`src/rtl/pipeline_stall_ctrl.sv`:
```
// pipeline_stall_ctrl: hazard/stall FSM; in: id_rs1/rs2, id_ex_rd/mem_read/is_div, ex_branch_taken, div_done; out: write enables, flushes, bubble, div_start, div_timeout, stall/flush counters
module pipeline_stall_ctrl #(
  parameter int DIV_TIMEOUT = 64,
  parameter int CNT_W = 32
) (
  input  logic             clk,
  input  logic             rst,
  input  logic [4:0]       id_rs1,
  input  logic [4:0]       id_rs2,
  input  logic [4:0]       id_ex_rd,
  input  logic             id_ex_mem_read,
  input  logic             id_ex_is_div,
  input  logic             ex_branch_taken,
  input  logic             div_done,
  output logic             pc_write,
  output logic             if_id_write,
  output logic             id_ex_write,
  output logic             if_id_flush,
  output logic             id_ex_flush,
  output logic             ex_mem_bubble,
  output logic             div_start,
  output logic             div_timeout,
  output logic [CNT_W-1:0] stall_cycles,
  output logic [CNT_W-1:0] flush_count
);
  localparam int TW = DIV_TIMEOUT > 1 ? $clog2(DIV_TIMEOUT) : 1;
  typedef enum logic [1:0] {RUN = 2'd0, DIV_BUSY = 2'd1, HALT = 2'd2} state_t;
  state_t state, state_nx;
  logic [TW-1:0] tcnt;
  logic load_use, tmo, run, busy_wait, halt, br, dv, lu, freeze;
  assign load_use = id_ex_mem_read && id_ex_rd != 5'd0 && (id_ex_rd == id_rs1 || id_ex_rd == id_rs2);
  assign tmo = tcnt == TW'(DIV_TIMEOUT - 1);
  always_ff @(posedge clk)
    state <= rst ? RUN : state_nx;
  always_comb begin
    state_nx = state;
    if (state == RUN && id_ex_is_div && !ex_branch_taken) state_nx = DIV_BUSY;
    else if (state == DIV_BUSY) state_nx = div_done ? RUN : tmo ? HALT : DIV_BUSY;
  end
  always_comb begin
    run = !rst && state == RUN;
    busy_wait = !rst && state == DIV_BUSY && !div_done;
    halt = !rst && state == HALT;
    br = run && ex_branch_taken;
    dv = run && !ex_branch_taken && id_ex_is_div;
    lu = run && !ex_branch_taken && !id_ex_is_div && load_use;
    freeze = dv || busy_wait || halt;
    pc_write = !(freeze || lu);
    if_id_write = !(freeze || lu);
    id_ex_write = !freeze;
    if_id_flush = br;
    id_ex_flush = br || lu;
    ex_mem_bubble = freeze;
    div_start = dv;
  end
  always_ff @(posedge clk) begin
    if (rst) begin
      tcnt <= '0;
      div_timeout <= 1'b0;
      stall_cycles <= '0;
      flush_count <= '0;
    end else begin
      tcnt <= dv ? '0 : busy_wait ? tcnt + TW'(1) : tcnt;
      div_timeout <= div_timeout || state_nx == HALT;
      stall_cycles <= stall_cycles + CNT_W'(!pc_write);
      flush_count <= flush_count + CNT_W'(if_id_flush);
    end
  end
endmodule
```
`config.mk`:
```
export PLATFORM = sky130hd
export DESIGN_NAME = pipeline_stall_ctrl
export DESIGN_NICKNAME = d
export VERILOG_FILES = /design/src/rtl/pipeline_stall_ctrl.sv
export SDC_FILE = /design/constraint.sdc
export NUM_CORES = 1
export LEC_CHECK = 0
export CAP_MARGIN = 10
export CORE_MARGIN = 4
export CORE_UTILIZATION = 53
export DETAILED_ROUTE_END_ITERATION = 6
export PLACE_DENSITY = 0.86
export SLEW_MARGIN = 15
export SYNTH_ARGS = -nofsm -noshare
export SYNTH_HDL_FRONTEND = slang
export SYNTH_SLANG_ARGS = --single-unit
export TNS_END_PERCENT = 1
```
`constraint.sdc`:
```
create_clock -name clk -period 5.3 [get_ports clk]
set_input_delay 1.59 -clock clk [delete_from_list [all_inputs] [get_ports clk]]
set_output_delay 1.59 -clock clk [all_outputs]
set_load 0.1 [all_outputs]
```
==> metrics.txt, run 1 <==
n_diodes=0; HP Class=flop to flop; IO Pins=93; Worst Clk Skew=0.0107 ns; max-cap violation count=0; grt ovf=0; CP Buf/Inv Count=2; Iteration-0 DRC Markers=152; Pre-antenna DRT Iters=4; share of the yosys chip area belonging to registers=0.410; vias after detailed routing=3411; Reg2Reg Depth=9; Fin. Hold Viols=0; Synth Cell Area=3560 um2; Total Wirelength=8.83 mm; post-cts sizing count=0; H-tree levels=3; Mapped Nets=448; number of vias per cell=5.82; Root Driver=clkbuf_8; Area growth syn-to-layout=32.3%; r2r setup slk=2.13 ns; cell count after synthesis=422; critical path's top delay family=compound AO/OA/AOI/OAI gates; multi-input logic area=1970 um2; DR DRC count=0; first-pass GRT wire length=14.7 mm; fin util=0.734; critical path arrival=3.23 ns; clock slew at reported path FFs=0.08 ns; Reg2Reg Launch Point=state[0]; Final min period=4.82 ns; largest family of logic cells by synthesized area=simple AND/OR/NAND/NOR gates; Max IR drop VDD=124 uV; initial antenna violation count=0; vias in the first global route=3294; Longest Clk Path Bufs=2; slowest cell delay on critical path=0.49 ns; worst slack, placed=0.498 ns; gpl congestion=0.822; worst r2r dst=stall_cycles[20]; largest net degree at the start of global routing=75; setup tns final=0 ns; CP Launch Type=input pin; CP Depth=6; Critical Path Sink Type=primary output; Worst Slack Setup Final=0.477 ns; Die Y=90.0 um; Skew-Pair Late Insertion Delay=0.35 ns; layout cells sized above 1=0.0688; status=finished, final reports clean; Die Width=90.0 um; Final period util=0.910; Worst Max-Slew Pin Slew=1.03 ns; DR WL/cell=15.1 um; Synth Area in XOR/XNOR=0.0885; port buffer count=92; slowest stage cell on the critical path=clkdlybuf4s50_1; HPWL Detailed=6.26 mm; die footprint=8100 um2; max-slew violation count=0; Mean Syn Cell Area=8.44 um2; Core Box Area=6420 um2; CTS tree=yes; Total Routing Usage GR=0.217; Max Fclk=207 MHz; register area=1460 um2; post-synthesis compound-gate area fraction=0.130; total CTS buffers=9; RSZ-0062 raised after global routing=no; starting density of the core=0.555; Nets=531; hold_buf cts=0; hold path depth=2; post-CTS setup buffers=0; pwr dens=220 nW/um2; Final Setup Violations=0; Hold Crit Start=div_timeout; Worst EP required=3.71 ns; Fin Hold WS=0.445 ns; CP cell instances=clkdlybuf4s50_1, nand2b_1, a21oi_1, o21bai_1, o21a_1, buf_12; Max Fanout on Critical Path=4; post-synthesis simple-gate area fraction=0.300; clk sinks=73; adder-cell share of the synthesized area=0.0176; Syn. warnings=0; Leakage=1.53 nW; Post-DRT Antenna Nets=0; post-synthesis cell type count=37; Crit Path Class=input pin to primary output; relative slew slack=0.312; FP Rows=29; Fill cells=493; Hold Path Sink=div_timeout; post-synthesis mux area share=0.0158; Yosys reg bits=73
-- worst max path at each step --
stage / from / endpoint / slack [ns]
after global routing: ex_branch_taken / pc_write / 0.36
final: ex_branch_taken / pc_write / 0.48
after global placement: ex_branch_taken / if_id_write / 0.55
after detailed placement: ex_branch_taken / pc_write / 0.50
after CTS: ex_branch_taken / pc_write / 0.49
after floorplan: ex_branch_taken / pc_write / -0.93
-- metrics by stage --
stage,total power [mW],instance area (um2),cells
after floorplan,0.627,3570,422
after global placement,0.662,4550,571
after detailed placement,0.664,4550,571
after CTS,1.05,4720,586
after global routing,1.07,4720,586
final,1.04,4720,586
-- tightest hold or removal path, cell delays in order, from the launching register on --
cell and delay, ns:
dfxtp_1 0.31, inv_1 0.04, a21oi_1 0.05
-- cell type report --
class,count,area share
repair buffers,94,0.207
clock buffers,10,0.0292
inverters,11,0.00876
flip-flops and latches,73,0.310
clock inverters,5,0.00690
well taps,77,0.0204
multi-input cells,316,0.418
-- per-layer routing --
metal	track usage	vias to the layer above	share of wire
li1	-	1708	-
met1	0.245	1612	0.42
met2	0.385	81	0.51
met3	0.0534	10	0.055
met4	0.0995	0	0.020
met5	0	-	0
-- cells in the mapped netlist --
| cell type | number | area (um2) |
|---|---|---|
| o21a_1 | 1 | 7.51 |
| nand2_1 | 29 | 109 |
| nand4_2 | 2 | 25.0 |
| buf_1 | 2 | 7.51 |
| or4_4 | 1 | 11.3 |
| nand4_1 | 14 | 87.6 |
| and2_1 | 4 | 25.0 |
| xor2_1 | 23 | 201 |
| nand3_1 | 17 | 85.1 |
| nor3b_1 | 1 | 7.51 |
| dfxtp_1 | 73 | 1460 |
| and4_1 | 6 | 52.6 |
| o31ai_1 | 22 | 165 |
| or4_1 | 25 | 188 |
| o21bai_1 | 2 | 15.0 |
| and3_1 | 6 | 37.5 |
| buf_2 | 2 | 10.0 |
| inv_1 | 11 | 41.3 |
| clkbuf_1 | 16 | 60.1 |
| nor2_1 | 38 | 143 |
| nand2b_1 | 1 | 6.26 |
| a21oi_1 | 37 | 185 |
| a22oi_1 | 1 | 7.51 |
| o21ai_0 | 15 | 75.1 |
| or3_1 | 14 | 87.6 |
| xnor2_1 | 13 | 114 |
| nor4bb_1 | 1 | 10.0 |
| a31oi_1 | 1 | 6.26 |
| mux2_2 | 5 | 56.3 |
| nor3_1 | 11 | 55.1 |
| nor4_1 | 7 | 43.8 |
| buf_6 | 1 | 11.3 |
| buf_4 | 1 | 7.51 |
| or2_2 | 1 | 6.26 |
| nor2b_1 | 10 | 62.6 |
| ha_1 | 5 | 62.6 |
| nor4b_1 | 3 | 26.3 |
-- power by group --
| part | switching, mW | internal (mW) |
|---|---|---|
| clock network | 0.210 | 0.178 |
| logic | 0.0620 | 0.0354 |
| registers | 0.00275 | 0.551 |
| total | 0.274 | 0.764 |
-- cells by family (layout without fill, tap and decap cells) --
logic type / Yosys count / in the layout
simple gates: 191 / 191
compound gates: 79 / 79
flops: 73 / 73
xor+xnor: 36 / 36
buf+inv: 33 / 120
fa+ha+maj: 5 / 5
mux: 5 / 5
-- registers in the layout, indices dropped and copies added, names as in the netlist --
register and cells:
flush_count 32, stall_cycles 32, tcnt 6, state 2, div_timeout 1
-- layout by cell type (no fill, tap or decap), drive strengths merged, types with 10 or more instances in the layout --
cell type | Yosys | final
nor2b | 10 | 10
o21ai | 15 | 15
nor2 | 38 | 38
buf | 6 | 10
nor3 | 11 | 11
nand2 | 29 | 29
a21oi | 37 | 37
dfxtp | 73 | 73
clkbuf | 16 | 10
o31ai | 22 | 22
clkdlybuf4s50 | 0 | 84
inv | 11 | 11
xor2 | 23 | 23
nand4 | 16 | 16
or3 | 14 | 14
or4 | 26 | 26
nand3 | 17 | 17
xnor2 | 13 | 13
(Power assumes the default switching activity.)
==> inputs of run 2 (changes only) <==
--- a/config.mk
+++ b/config.mk
@@ -7,9 +7,9 @@
 export LEC_CHECK = 0
 export CAP_MARGIN = 10
 export CORE_MARGIN = 4
-export CORE_UTILIZATION = 53
+export CORE_UTILIZATION = 44
 export DETAILED_ROUTE_END_ITERATION = 6
-export PLACE_DENSITY = 0.86
+export PLACE_DENSITY = 0.76
 export SLEW_MARGIN = 15
 export SYNTH_ARGS = -nofsm -noshare
 export SYNTH_HDL_FRONTEND = slang
==> constraint.sdc (replaced) <==
create_clock -name clk -period 4.4 [get_ports clk]
set_input_delay 1.32 -clock clk [delete_from_list [all_inputs] [get_ports clk]]
set_output_delay 1.32 -clock clk [all_outputs]
set_load 0.1 [all_outputs]
==> run 2 against run 1 <==
Non-clock buffer count is 3 higher. Clock-buffer cell count stayed put. Largest power group unchanged. Final cell count is 4.9% higher. Sequential power is 20% higher. Sequential share of layout area is 1.0 points lower. Critical path depth stayed put. Largest cell class unchanged. Total power is 37% higher. Critical path type unchanged. Clock power is 64% higher. Flip-flop and latch count stayed put.
==> metrics.txt, run 2 (synthesis results as in run 1) <==
Total Routing Usage GR=0.185; CP Depth=6; DR WL/cell=14.0 um; clock share of power=0.447; Root Driver=clkbuf_8; Leakage=1.59 nW; Nets=534; Top Metal Used=met4; H-tree levels=3; HP Class=flop to flop; Final period util=0.949; vias in the first global route=3247; max-cap violation count=0; largest net degree at the start of global routing=42; grt ovf=0; post-CTS setup buffers=0; hold path depth=2; Core Box Area=7810 um2; Pre-antenna DRT Iters=4; initial antenna violation count=0; routed metal-1 wirelength=4.02 mm; Die Y=98.0 um; Final Setup Violations=0; relative slew slack=0.315; Crit Path Class=input pin to primary output; Worst Slack Setup Final=0.224 ns; total CTS buffers=9; final std cells w/o fill=615; IO Pins=93; Worst EP required=3.08 ns; die footprint=9600 um2; Skew-Pair Late Insertion Delay=0.34 ns; CP Launch Type=input pin; metal3 WL=461 um; number of vias per cell=5.49; RSZ-0062 raised after global routing=no; Max Fanout on Critical Path=3; most frequent cells in the layout=clkdlybuf4s50_1 (84), dfxtp_1 (73), nor2_1 (38); Switching Fraction=0.235; combinational share of power=0.086; Max Fclk=239 MHz; starting density of the core=0.456; layout cells sized above 1=0.0760; commonest non-fill, non-tap cell in the layout=clkdlybuf4s50_1; critical path arrival=2.86 ns; Switch Pwr=0.336 mW; Fin. Hold Viols=0; port buffer count=92; clock slew at reported path FFs=0.09 ns; Worst Max-Slew Pin Slew=1.02 ns; pwr dens=292 nW/um2; Flop pwr share=0.467; total length of routed met2 wires=4.08 mm; first-pass GRT wire length=15.0 mm; slowest cell delay on critical path=0.53 ns; Total Wirelength=8.60 mm; FP Rows=32; Final min period=4.18 ns; Reg2Reg Depth=8; status=finished, final reports clean; CP Buf/Inv Count=2; max-slew violation count=0; slowest stage cell on the critical path=clkdlybuf4s50_1; DR DRC count=0; DP Cell Count=599; vias after detailed routing=3377; Max IR drop VDD=191 uV; Area growth syn-to-layout=36.9%; worst slack, placed=0.107 ns; CTS tree=yes; Worst Clk Skew=0.0151 ns; Critical Path Sink Type=primary output; gpl congestion=0.798; clk sinks=73; CP cell instances=clkdlybuf4s50_1, xor2_1, nor3_1, a22oi_1, o21a_1, buf_12; hold_buf cts=0; post-cts sizing count=0; Post-DRT Antenna Nets=0; HPWL Detailed=6.19 mm; Die Width=98.0 um; Iteration-0 DRC Markers=144; Longest Clk Path Bufs=2; n_diodes=0; Largest regs=flush_count x32, stall_cycles x32, tcnt x6; critical path's top delay family=buffers and inverters; internal power=1.09 mW
[run 2: cell count changes in the layout (fill, tap and decap cells not counted), sizes merged]
| cell | before | now |
|---|---|---|
| buf | 10 | 13 |
| clkinv | 2 | 1 |
| inv | 11 | 12 |
| bufinv | 0 | 3 |
| clkinvlp | 3 | 1 |
[run 2: path summary, 6_finish.rpt]
| check | to | slack [ns] | from |
|---|---|---|---|
| worst max-delay path | pc_write | 0.22 | id_ex_rd[2] |
| worst max register to register | flush_count[26] | 1.49 | state[1] |
| worst min-delay path | div_timeout | 0.46 | div_timeout |
| worst min register to register | div_timeout | 0.46 | div_timeout |
[run 2: cell type report]
cell class	instances	area (um2)
Fill cell	679	2930
Multi-Input combinational cell	316	1980
Sequential cell	73	1460
Timing Repair Buffer	97	1020
Clock buffer	10	128
Tap cell	102	128
Clock inverter	6	115
Inverter	11	41.3
[run 2: metal layers]
metal  GRT usage  vias up
met5           0        -
met4      0.0596        0
met2       0.298       72
li1            -     1712
met1       0.238     1589
met3      0.0564        4
[run 2: stage by stage]
stage                     TNS, ns  utilization  power (mW)  instance area, um2  hold WS [ns]
after floorplan            -0.772            -       0.756                3580         0.471
after global placement          0        0.594       0.803                4640         0.436
after detailed placement        0        0.594       0.805                4640         0.442
after CTS                       0        0.625        1.44                4880         0.458
after global routing            0        0.625        1.48                4880         0.489
final                           0        0.625        1.43                4880         0.456
[run 2: power groups by stage]
| stage | Sequential, mW | Clock (mW) | Combinational [mW] |
|---|---|---|---|
| 2_1_floorplan | 0.696 | 0 | 0.0599 |
| 3_3_place_gp | 0.682 | 0 | 0.121 |
| 3_5_place_dp | 0.682 | 0 | 0.123 |
| 4_1_cts | 0.666 | 0.648 | 0.123 |
| 5_1_grt | 0.667 | 0.686 | 0.131 |
| 6_report | 0.666 | 0.637 | 0.122 |
[run 2: tightest hold or removal path, stage by stage, from the launching register on]
cell and delay, ns:
dfxtp_1 0.32, inv_1 0.05, a21oi_1 0.05
